<file path="src/rtl/pipe_stage_reg_pkg.sv">
// rtl/pipe_stage_reg_pkg.sv - pipeline stage types: stage state encoding and per-stage payload bundles
package pipe_stage_reg_pkg;

    typedef enum logic [1:0] {
        PS_EMPTY = 2'd0,
        PS_FULL  = 2'd1,
        PS_SKID  = 2'd2
    } pipe_state_t;

    typedef struct packed {
        logic [31:0] instr;
        logic [31:0] pc4;
    } ifid_t;

    typedef struct packed {
        logic [4:0]  rd;
        logic        reg_wen;
        logic        mem_ren;
        logic        mem_wen;
        logic [3:0]  alu_op;
        logic [31:0] rs1_val;
        logic [31:0] rs2_val;
        logic [31:0] imm;
        logic [31:0] pc4;
    } idex_t;

    typedef struct packed {
        logic [4:0]  rd;
        logic        reg_wen;
        logic        mem_ren;
        logic        mem_wen;
        logic [31:0] alu_out;
        logic [31:0] store_val;
        logic [31:0] pc4;
    } exmem_t;

    typedef struct packed {
        logic [4:0]  rd;
        logic        reg_wen;
        logic [31:0] wb_val;
    } memwb_t;

    localparam int unsigned IFID_W  = $bits(ifid_t);
    localparam int unsigned IDEX_W  = $bits(idex_t);
    localparam int unsigned EXMEM_W = $bits(exmem_t);
    localparam int unsigned MEMWB_W = $bits(memwb_t);

    function automatic logic [1:0] occ_of(input pipe_state_t st);
        case (st)
            PS_FULL: occ_of = 2'd1;
            PS_SKID: occ_of = 2'd2;
            default: occ_of = 2'd0;
        endcase
    endfunction

endpackage

</file>
<file path="src/rtl/pipe_stage_reg.sv">
// rtl/pipe_stage_reg.sv - parametrised valid/ready pipeline stage register with hold, flush and optional skid entry
module pipe_stage_reg
    import pipe_stage_reg_pkg::*;
#(
    parameter int unsigned        DATA_W    = 32,
    parameter int unsigned        SKID      = 1,
    parameter logic [DATA_W-1:0]  RESET_VAL = '0
) (
    input  logic              CLK,
    input  logic              nRST,
    input  logic              en,
    input  logic              flush,
    input  logic              in_valid,
    output logic              in_ready,
    input  logic [DATA_W-1:0] in_data,
    output logic              out_valid,
    input  logic              out_ready,
    output logic [DATA_W-1:0] out_data,
    output logic [1:0]        occ
);

    logic push;
    logic pop;

    assign push = in_valid & in_ready & en;
    assign pop  = out_valid & out_ready & en;

    generate
        if (SKID != 0) begin : g_skid
            pipe_state_t       state_q, state_d;
            logic [DATA_W-1:0] main_q, main_d;
            logic [DATA_W-1:0] skid_q, skid_d;
            logic              in_ready_q, in_ready_d;

            always_comb begin
                state_d = state_q;
                main_d  = main_q;
                skid_d  = skid_q;
                if (flush) begin
                    state_d = PS_EMPTY;
                    main_d  = RESET_VAL;
                    skid_d  = RESET_VAL;
                end else begin
                    case (state_q)
                        PS_EMPTY: begin
                            if (push) begin
                                state_d = PS_FULL;
                                main_d  = in_data;
                            end
                        end
                        PS_FULL: begin
                            if (push && pop) begin
                                main_d = in_data;
                            end else if (push) begin
                                state_d = PS_SKID;
                                skid_d  = in_data;
                            end else if (pop) begin
                                state_d = PS_EMPTY;
                            end
                        end
                        PS_SKID: begin
                            // The older payload always drains through main first.
                            if (pop) begin
                                state_d = PS_FULL;
                                main_d  = skid_q;
                            end
                        end
                        default: state_d = PS_EMPTY;
                    endcase
                end
                in_ready_d = (state_d != PS_SKID);
            end

            always_ff @(posedge CLK or negedge nRST) begin
                if (!nRST) begin
                    state_q    <= PS_EMPTY;
                    main_q     <= RESET_VAL;
                    skid_q     <= RESET_VAL;
                    in_ready_q <= 1'b1;
                end else begin
                    state_q    <= state_d;
                    main_q     <= main_d;
                    skid_q     <= skid_d;
                    in_ready_q <= in_ready_d;
                end
            end

            assign in_ready  = in_ready_q;
            assign out_valid = (state_q != PS_EMPTY);
            assign out_data  = main_q;
            assign occ       = occ_of(state_q);
        end else begin : g_single
            logic              valid_q, valid_d;
            logic [DATA_W-1:0] main_q, main_d;

            always_comb begin
                valid_d = valid_q;
                main_d  = main_q;
                if (flush) begin
                    valid_d = 1'b0;
                    main_d  = RESET_VAL;
                end else if (push) begin
                    valid_d = 1'b1;
                    main_d  = in_data;
                end else if (pop) begin
                    valid_d = 1'b0;
                end
            end

            always_ff @(posedge CLK or negedge nRST) begin
                if (!nRST) begin
                    valid_q <= 1'b0;
                    main_q  <= RESET_VAL;
                end else begin
                    valid_q <= valid_d;
                    main_q  <= main_d;
                end
            end

            assign in_ready  = !valid_q | (out_ready & en);
            assign out_valid = valid_q;
            assign out_data  = main_q;
            assign occ       = {1'b0, valid_q};
        end
    endgenerate

endmodule

</file>
<file path="config.mk">
export PLATFORM = sky130hd
export DESIGN_NAME = pipe_stage_reg
export DESIGN_NICKNAME = d
export VERILOG_FILES = /design/src/rtl/pipe_stage_reg_pkg.sv /design/src/rtl/pipe_stage_reg.sv
export SDC_FILE = /design/constraint.sdc
export NUM_CORES = 1
export LEC_CHECK = 0
export CAP_MARGIN = 15
export CORE_MARGIN = 2
export CORE_UTILIZATION = 45
export DETAILED_ROUTE_END_ITERATION = 10
export PLACE_DENSITY_LB_ADDON = 0.2
export SYNTH_ARGS = -nofsm -noshare
export SYNTH_HDL_FRONTEND = slang
export SYNTH_SLANG_ARGS = --single-unit
</file>
<file path="constraint.sdc">
create_clock -name CLK -period 1.8 [get_ports CLK]
set_input_delay 0.27 -clock CLK [delete_from_list [all_inputs] [get_ports CLK]]
set_output_delay 0.27 -clock CLK [all_outputs]
set_load 0.01 [all_outputs]
</file>
# Yosys cells after proc, flatten, opt, wreduce, memory -nomap -nowiden
# Cells that the tools add are included.
[classes]
n_eq_ne = 7
mux = 16
bitwise = 4
n_reduce_logical = 8
[op_table]
columns = ["cell", "n"]
rows = [
  ["32-bit 2-to-1 mux", 7],
  ["32-bit case mux with 3 select lines", 1],
  ["2-bit 2-to-1 mux", 6],
  ["3-bit inequality test, second input constant", 3],
  ["2-bit case mux with 3 select lines", 1],
  ["2-bit nonzero test", 3],
  ["1-bit AND", 4],
  ["2-bit inequality test, second input constant", 2],
  ["2-bit case mux with 2 select lines", 1],
  ["4-bit AND reduction", 1],
  ["4-bit nonzero test", 1],
  ["3-bit AND reduction", 1],
  ["2-bit by 1-bit equality test with 1-bit output, second input constant", 1],
  ["2-bit equality test, second input constant", 1],
  ["2-bit logical NOT", 1],
  ["1-bit logical AND", 1],
]
[word_totals]
ff_bits = 67
output_inout_bits = 36

# Depth between registers and ports, before layout
# Gate-level depths: netlist of run 1.
[depth]
depth_word = 9
depth_mapped = 9
ltp_nobuf = 6

# Least setup slack after synthesis of run 1
# No wires, ideal clock.
[synth_timing]
path_type = "reg2reg"
startpoint = "reg g_skid.state_q[0]"
endpoint = "reg g_skid.main_q[0] (netlist: out_data[0])"
setup_ps = 138
t_arrival_ps = 1847
t_required_ps = 1662
setup_slack_ps = -185
path_stages_with_launch = 10
n_path_buf = 3
period_less_slack_ps = 1985
path_cell_list = "dfrtp_1 > inv_1 > ha_1 > buf_2 > nand2b_1 > o22ai_1 > and2_1 > buf_2 > buf_2 > a211oi_1"
[synth_via]
elab_chain_len = 6
elab_cells_between_ends = 14
[synth_lines]
columns = ["item", "line", "rtl"]
rows = [
  ["start, declared", "pipe_stage_reg.sv:30", "pipe_state_t state_q, state_d;"],
  ["start signal, assigned", "pipe_stage_reg.sv:81", "state_q <= state_d;"],
  ["2-bit nonzero test", "pipe_stage_reg.sv:89", "assign out_valid = (state_q != PS_EMPTY);"],
  ["1-bit AND (2 in series)", "pipe_stage_reg.sv:26", "assign pop = out_valid & out_ready & en;"],
  ["1-bit logical AND", "pipe_stage_reg.sv:52", "if (push && pop) begin"],
  ["3-bit inequality test (no line)", "n/a", ""],
  ["4-bit AND reduction (no line)", "n/a", ""],
  ["end signal, assigned", "pipe_stage_reg.sv:82", "main_q <= main_d;"],
  ["end, declared", "pipe_stage_reg.sv:31", "logic [DATA_W-1:0] main_q, main_d;"],
]
# Several ways; a longest one is shown, not always the timed one.
# A chain may end at the register's enable or synchronous reset.

# Worst setup path after layout of run 1
[layout_timing]
startpoint = "reg g_skid.state_q[0]"
endpoint = "reg g_skid.main_q[6] (netlist: out_data[6])"
# Same word-level chain as after synthesis.

==> impl_metrics.py, run 1 <==
metrics = {
    "sta": {
        "maxSlewViolCount": 0,
        "setup_viol": 14,
        "max_freq_mhz": 548,
        "fin_crit_sh_pct": 101,
        "final_hold_viol_count": 0,
        "rsz0062_at_grt": "true",
        "slew_headroom_pct": 70.4,
        "whs_ns": 0.381,
        "fin_crit_ns": 1.82,
        "finalWorstSetupSlack_ns": -0.0236,
        "setup_tns_ns": -0.170,
        "finalClockSkew_ns": 0.00842,
        "max_slew.worst_pin.slew_ns": 0.445,
    },
    "synthesis": {
        "syn_inst": 321,
        "synth_simple_gate_area_share_pct": 9.93,
        "synthMuxAreaShare_pct": 10.2,
        "synth_seq_cells": 67,
        "synth_adder_area_share_pct": 1.59,
        "syn-num-nets": 363,
        "syn_area_um2": 3150,
        "synthXorXnorAreaFrac_pct": 0,
        "yosysWarnings": 0,
        "avgSynthCellArea_um2": 9.81,
        "synth_top_family_by_area": "compound AO/OA/AOI/OAI gates",
        "yosys.cell_types.count": 25,
        "synth-compound-area-share_pct": 20.7,
        "synth-seq-area-share_pct": 53.3,
    },
    "detailed_routing": {
        "viasPerCell": 5.47,
        "first_iter_violations": 248,
        "drc": 0,
        "wl_per_cell_um": 17.4,
        "drt_wl_total_um": 8870,
        "firstDrtPassIters": 4,
        "antenna_left": 0,
        "vias": 2793,
    },
    "critical_path": {
        "critPathKind": "reg -> reg",
        "crit_required_ns": 2.00,
        "cp_max_fo": 8,
        "r2r-start": "g_skid.state_q[0]$_DFF_PN0_",
        "worst_r2r_path_depth": 8,
        "critPathArrivalTime_ns": 2.02,
        "critPathLaunch": "g_skid.state_q[0]$_DFF_PN0_",
        "rrSetupSlack_ns": -0.02,
        "reg2reg_to": "out_data[6]$_DFFE_PN0P_",
        "end_kind": "flip-flop",
        "start_kind": "flip-flop",
        "worstSetupEndpoint": "out_data[6]$_DFFE_PN0P_",
    },
    "clock_network": {
        "clk_pin_slew_ns": 0.07,
        "cts_tree": "done",
        "cts_sinks": 67,
        "clockBufferDepth": 2,
        "htreeDepth": 3,
        "cts_made_buffers": 9,
        "cts_root_buffer": "clkbuf_8",
        "clkLatencyLatePin_ns": 0.34,
    },
    "power_and_ir_drop": {
        "leakagePower_nw": 1.83,
        "p_total_mw": 4.46,
        "vdd_drop_max_uv": 497,
        "powerDensity_nw_per_um2": 968,
    },
    "outcome": {
        "outcome": "finished with violations",
        "violations": "setup timing",
    },
    "global_routing": {
        "overflow": 0,
        "track_usage_pct": 21.4,
        "grt_pass1_vias": 2649,
        "grt_max_degree": 47,
        "grt_pass1_wl_um": 12700,
        "antenna_found_initial": 0,
    },
    "die": {
        "pin_count": 74,
        "die_height_um": 87.7,
        "die-width_um": 87.7,
        "rows": 30,
        "dieArea_um2": 7680,
        "core-area_um2": 6790,
        "initial_core_util_pct": 46.4,
    },
    "placement": {
        "hpwl_um": 5020,
        "gp_congestion": 0.784,
        "io_buffers": 73,
        "post_dp_cell_area_um2": 4160,
    },
    "cells_and_area": {
        "nFillCells": 550,
        "drive_gt1_share_pct": 15.9,
        "final_util_pct": 67.8,
        "multi_input_area_um2": 1440,
        "finalNetCount": 453,
        "syn2layout_area_growth_pct": 46.3,
        "seqCellArea_um2": 1680,
        "diodes": 0,
        "fin_area_um2": 4610,
    },
    "worst_hold_path": {
        "hp-class": "in -> async",
    },
    "run": {
        "max_cap_viol_count": 0,
    },
}
## Yosys cell counts
library cell  number  share of area [%]
ha_1               4                1.6
a41o_1             1               0.32
buf_2             14                2.2
mux2i_1           32                 10
nand3_1            1               0.16
nand2_1           68                8.1
nor2_1             1               0.12
a211oi_2           1               0.40
nand4_1            1               0.20
and2_1             2               0.40
dfrtp_1           66                 52
dfstp_2            1               0.83
a31oi_1            2               0.40
o22ai_1            2               0.40
a21oi_1           64                 10
nand2b_1           2               0.40
o221ai_1           1               0.28
a311oi_1           1               0.28
a21boi_1           1               0.24
o21ai_0            2               0.32
clkbuf_1          15                1.8
a211oi_1          33                7.9
nor3_1             1               0.16
inv_1              3               0.36
and3_1             2               0.40
## worst min path at each step
stage / slack [ns] / end / depth (start not counted) / from
after CTS: 0.38 / g_skid.skid_q[13]$_DFFE_PN0P_ / 2 / nRST
final: 0.38 / g_skid.skid_q[13]$_DFFE_PN0P_ / 2 / nRST
after detailed placement: 0.21 / g_skid.skid_q[13]$_DFFE_PN0P_ / 1 / nRST
after global routing: 0.40 / g_skid.skid_q[5]$_DFFE_PN0P_ / 2 / flush
after floorplan: -0.03 / g_skid.skid_q[0]$_DFFE_PN0P_ / 0 / nRST
after global placement: 0.21 / g_skid.skid_q[13]$_DFFE_PN0P_ / 1 / nRST
## per-layer routing
layer	vias up	part of all wire [%]	track usage, %
met2	79	51	34.8
met4	0	1.7	10.8
li1	1316	-	-
met1	1386	44	28.3
met5	-	0	0
met3	12	3.1	2.92
## area by class of cell
cell class	instances	area share [%]
flip-flops and latches	67	36.4
clock inverters	3	0.869
multi-input cells	222	31.3
inverters	3	0.244
repair buffers	108	25.6
well taps	96	2.61
clock buffers	12	2.93
## critical path, stage by stage, from the launching register on
cell	delay, ns
dfrtp_1	0.41
buf_6	0.13
ha_4	0.16
and2_4	0.16
a211oi_4	0.22
buf_6	0.15
and2_4	0.21
clkbuf_16	0.19
a211oi_1	0.07
## cells in the final DEF, fill, tap and decap left out, types with 2 or more instances in the layout
cell | Yosys | final
dlygate4sd2_1 | 0 | 3
dfrtp_1 | 66 | 66
buf_2 | 14 | 2
a211oi_1 | 33 | 28
clkbuf_1 | 15 | 3
a31oi_1 | 2 | 2
clkbuf_16 | 0 | 4
inv_2 | 0 | 2
mux2i_1 | 32 | 32
o21ai_0 | 2 | 2
clkdlybuf4s50_1 | 0 | 68
buf_12 | 0 | 8
clkbuf_8 | 0 | 9
a211oi_2 | 1 | 5
buf_6 | 0 | 7
and2_4 | 0 | 2
buf_4 | 0 | 15
clkinv_2 | 0 | 2
a21oi_1 | 64 | 64
ha_4 | 0 | 3
and3_1 | 2 | 2
nand2_1 | 68 | 68
## cell families after synthesis
kind of cell / count (synthesis)
compound gates: 108
fa+ha+maj: 4
buf+inv: 32
flops: 67
mux: 32
simple gates: 78
## what timing repair did
item,CTS,global route
setup endpoints to repair,3,33
gates cloned,0,5
hold buffers,1,0
resized for setup,3,20
hold endpoints to repair,14,0
setup buffers,2,6
pin swaps,1,7
## report_power, final
| part | internal [mW] | total (mW) | switching, mW |
|---|---|---|---|
| registers | 1.66 | 1.77 | 0.102 |
| clock network | 0.630 | 1.17 | 0.539 |
| logic | 0.800 | 1.53 | 0.725 |
| total | 3.10 | 4.46 | 1.37 |
## per-stage QoR
step           setup WS (ns)  std cells
2_1_floorplan        0.00977        321
3_5_place_dp          -0.128        482
6_report             -0.0236        511
5_1_grt              -0.0593        511
4_1_cts              -0.0180        500
3_3_place_gp         -0.0766        482
## sequential cells by signal, indices dropped and copies added (netlist names)
register	count
g_skid.state_q	2
g_skid.skid_q	32
in_ready	1
out_data	32
No activity file was read; power rests on OpenSTA's default activity.
==> run 2, diff against run 1 <==
--- a/config.mk
+++ b/config.mk
@@ -9,7 +9,7 @@
 export CORE_MARGIN = 2
 export CORE_UTILIZATION = 45
 export DETAILED_ROUTE_END_ITERATION = 10
-export PLACE_DENSITY_LB_ADDON = 0.2
+export PLACE_DENSITY = 0.76
 export SYNTH_ARGS = -nofsm -noshare
 export SYNTH_HDL_FRONTEND = slang
 export SYNTH_SLANG_ARGS = --single-unit
==> impl_metrics.py, run 2 (synthesis results as in run 1) <==
metrics = {
    "critical_path": {
        "end_kind": "flip-flop",
        "critPathArrivalTime_ns": 2.03,
        "slowest_stage": "dfrtp_2",
        "critPathKind": "reg -> reg",
        "cp_max_fo": 15,
        "reg2reg_to": "out_data[9]$_DFFE_PN0P_",
        "rrSetupSlack_ns": 0.01,
        "start_kind": "flip-flop",
        "worst_r2r_path_depth": 8,
        "path_cells": "inv_4 > ha_4 > nor2_2 > a211oi_4 > buf_4 > and2_4 > buf_12 > a211oi_1",
        "r2r-start": "g_skid.state_q[0]$_DFF_PN0_",
        "crit_required_ns": 2.04,
        "slowest_delay_ns": 0.46,
    },
    "worst_hold_path": {
        "hp-start": "flush",
        "min_to": "g_skid.skid_q[5]$_DFFE_PN0P_",
        "hold_depth": 2,
        "hp-class": "in -> reg",
    },
    "detailed_routing": {
        "drt_wl_total_um": 8140,
        "vias": 2718,
        "drc": 0,
        "antenna_left": 0,
        "wl_per_cell_um": 16.2,
        "viasPerCell": 5.39,
        "firstDrtPassIters": 4,
        "first_iter_violations": 209,
    },
    "global_routing": {
        "antenna_found_initial": 0,
        "grt_pass1_vias": 2679,
        "grt_pass1_wl_um": 12600,
        "track_usage_pct": 21.3,
        "grt_max_degree": 68,
        "overflow": 0,
    },
    "cells_and_area": {
        "final_util_pct": 66.5,
        "drive_gt1_share_pct": 15.9,
        "syn2layout_area_growth_pct": 43.5,
        "layout_common_cells": "68 x nand2_1, 68 x clkdlybuf4s50_1, 64 x dfrtp_1, 59 x a21oi_1",
        "nFillCells": 537,
        "finalNetCount": 445,
        "diodes": 0,
    },
    "clock_network": {
        "clk_pin_slew_ns": 0.08,
        "htreeDepth": 3,
        "cts_made_buffers": 9,
        "cts_tree": "done",
        "clkLatencyLatePin_ns": 0.34,
        "clockBufferDepth": 2,
        "cts_root_buffer": "clkbuf_8",
        "cts_sinks": 67,
    },
    "sta": {
        "maxSlewViolCount": 0,
        "final_hold_viol_count": 0,
        "slew_headroom_pct": 68.5,
        "fin_crit_sh_pct": 99.4,
        "max_slew.worst_pin.slew_ns": 0.472,
        "fin_crit_ns": 1.79,
        "rsz0062_at_grt": "true",
        "max_freq_mhz": 559,
        "finalClockSkew_ns": 0.00553,
        "setup_viol": 0,
    },
    "die": {
        "die_height_um": 87.7,
        "dieArea_um2": 7680,
        "die-width_um": 87.7,
        "rows": 30,
        "pin_count": 74,
        "core-area_um2": 6790,
        "initial_core_util_pct": 46.4,
    },
    "power_and_ir_drop": {
        "netSwitchingFraction_pct": 30.7,
        "p_clk_share_pct": 28.3,
        "powerDensity_nw_per_um2": 986,
        "p_total_mw": 4.46,
        "p_seq_share_pct": 39.9,
        "internal_power_mw": 3.09,
        "vdd_drop_max_uv": 459,
        "leakagePower_nw": 1.78,
        "p_comb_share_pct": 31.8,
        "power.net_switching_mw": 1.37,
    },
    "run": {
        "max_cap_viol_count": 0,
    },
    "outcome": {
        "outcome": "finished clean",
    },
    "placement": {
        "gp_congestion": 0.778,
        "io_buffers": 73,
        "hpwl_um": 4950,
    },
}
## run 2: cell types whose count changed in the layout (fill, tap and decap cells not counted), sizes merged
cell and change:
clkinvlp +1, clkinv +2, clkdlybuf4s15 +1, buf -6
clkbuf -4, dlygate4sd2 -1
## run 2: worst max-delay path, delay by kind of cell, from the launching register on
| kind | cells | cell delay [ns] |
|---|---|---|
| DFF | 1 | 0.46 |
| buffers and inverters | 3 | 0.41 |
| and+or+nand+nor | 2 | 0.32 |
| AOI/OAI and AO/OA | 2 | 0.29 |
| adders and majority gates | 1 | 0.21 |
## run 2: through the flow
step	area (um^2)	setup WS [ns]	hold slack, ns	instances	setup TNS, ns
finish	4520	0.0107	0.383	504	0
global route	4520	-0.0456	0.378	504	-0.356
CTS	4350	-0.00220	0.371	500	-0.00220
detailed placement	4100	-0.181	0.319	481	-5.51
global placement	4100	-0.151	0.314	481	-4.61
floorplan	3230	0.00977	-0.0256	321	0
## run 2: cell type report
| cell class | count | area, um^2 | share of cell area [%] |
|---|---|---|---|
| clock buffers | 10 | 138 | 3.05 |
| clock inverters | 6 | 65.1 | 1.44 |
| inverters | 3 | 13.8 | 0.305 |
| multi-input cells | 222 | 1440 | 31.9 |
| flip-flops and latches | 67 | 1680 | 37.2 |
| well taps | 96 | 120 | 2.66 |
| repair buffers | 100 | 1060 | 23.4 |
## run 2: worst max-delay path by stage
stage	cells after the start	slack, ns	end	from
floorplan	9	0.01	out_data[0]$_DFFE_PN0P_	g_skid.state_q[1]$_DFF_PN0_
global placement	6	-0.15	out_data[25]$_DFFE_PN0P_	in_valid
detailed placement	6	-0.18	out_data[31]$_DFFE_PN0P_	in_valid
CTS	4	-0.002	occ[0]	g_skid.state_q[1]$_DFF_PN0_
global route	7	-0.05	out_data[3]$_DFFE_PN0P_	g_skid.state_q[1]$_DFF_PN0_
finish	8	0.01	out_data[9]$_DFFE_PN0P_	g_skid.state_q[0]$_DFF_PN0_
## run 2: repair_timing
item / 4_1_cts / 5_1_grt
setup endpoints to repair: 61 / 37
buffers inserted: 2 / 2
gates resized for setup: 9 / 26
endpoints found under the hold margin: 66 / 0
cloned: 0 / 2
pin swaps: 0 / 15
hold buffers: 1 / 0
## run 2: per-layer routing
layer | vias up | track usage (%) | wire (um)
li1 | 1303 | - | -
met1 | 1321 | 27.5 | 3630
met4 | 0 | 7.97 | 130
met2 | 80 | 33.9 | 4070
met5 | - | 0 | 0
met3 | 14 | 6.60 | 310
## run 2: power by group through the flow
stage / Combinational [mW] / Clock (mW) / Sequential [mW]
CTS: 1.23 / 1.29 / 1.77
global route: 1.51 / 1.37 / 1.79
global placement: 1.19 / 0 / 1.80
finish: 1.42 / 1.26 / 1.78
floorplan: 0.574 / 0 / 1.84
detailed placement: 1.21 / 0 / 1.79
==> run 3, diff against run 2 <==
--- a/config.mk
+++ b/config.mk
@@ -9,6 +9,7 @@
 export CORE_MARGIN = 2
 export CORE_UTILIZATION = 45
 export DETAILED_ROUTE_END_ITERATION = 10
+export GPL_ROUTABILITY_DRIVEN = 1
 export PLACE_DENSITY = 0.76
 export SYNTH_ARGS = -nofsm -noshare
 export SYNTH_HDL_FRONTEND = slang
==> results of run 3 <==
The final DEF is identical to that of run 2; final timing and power are the same.
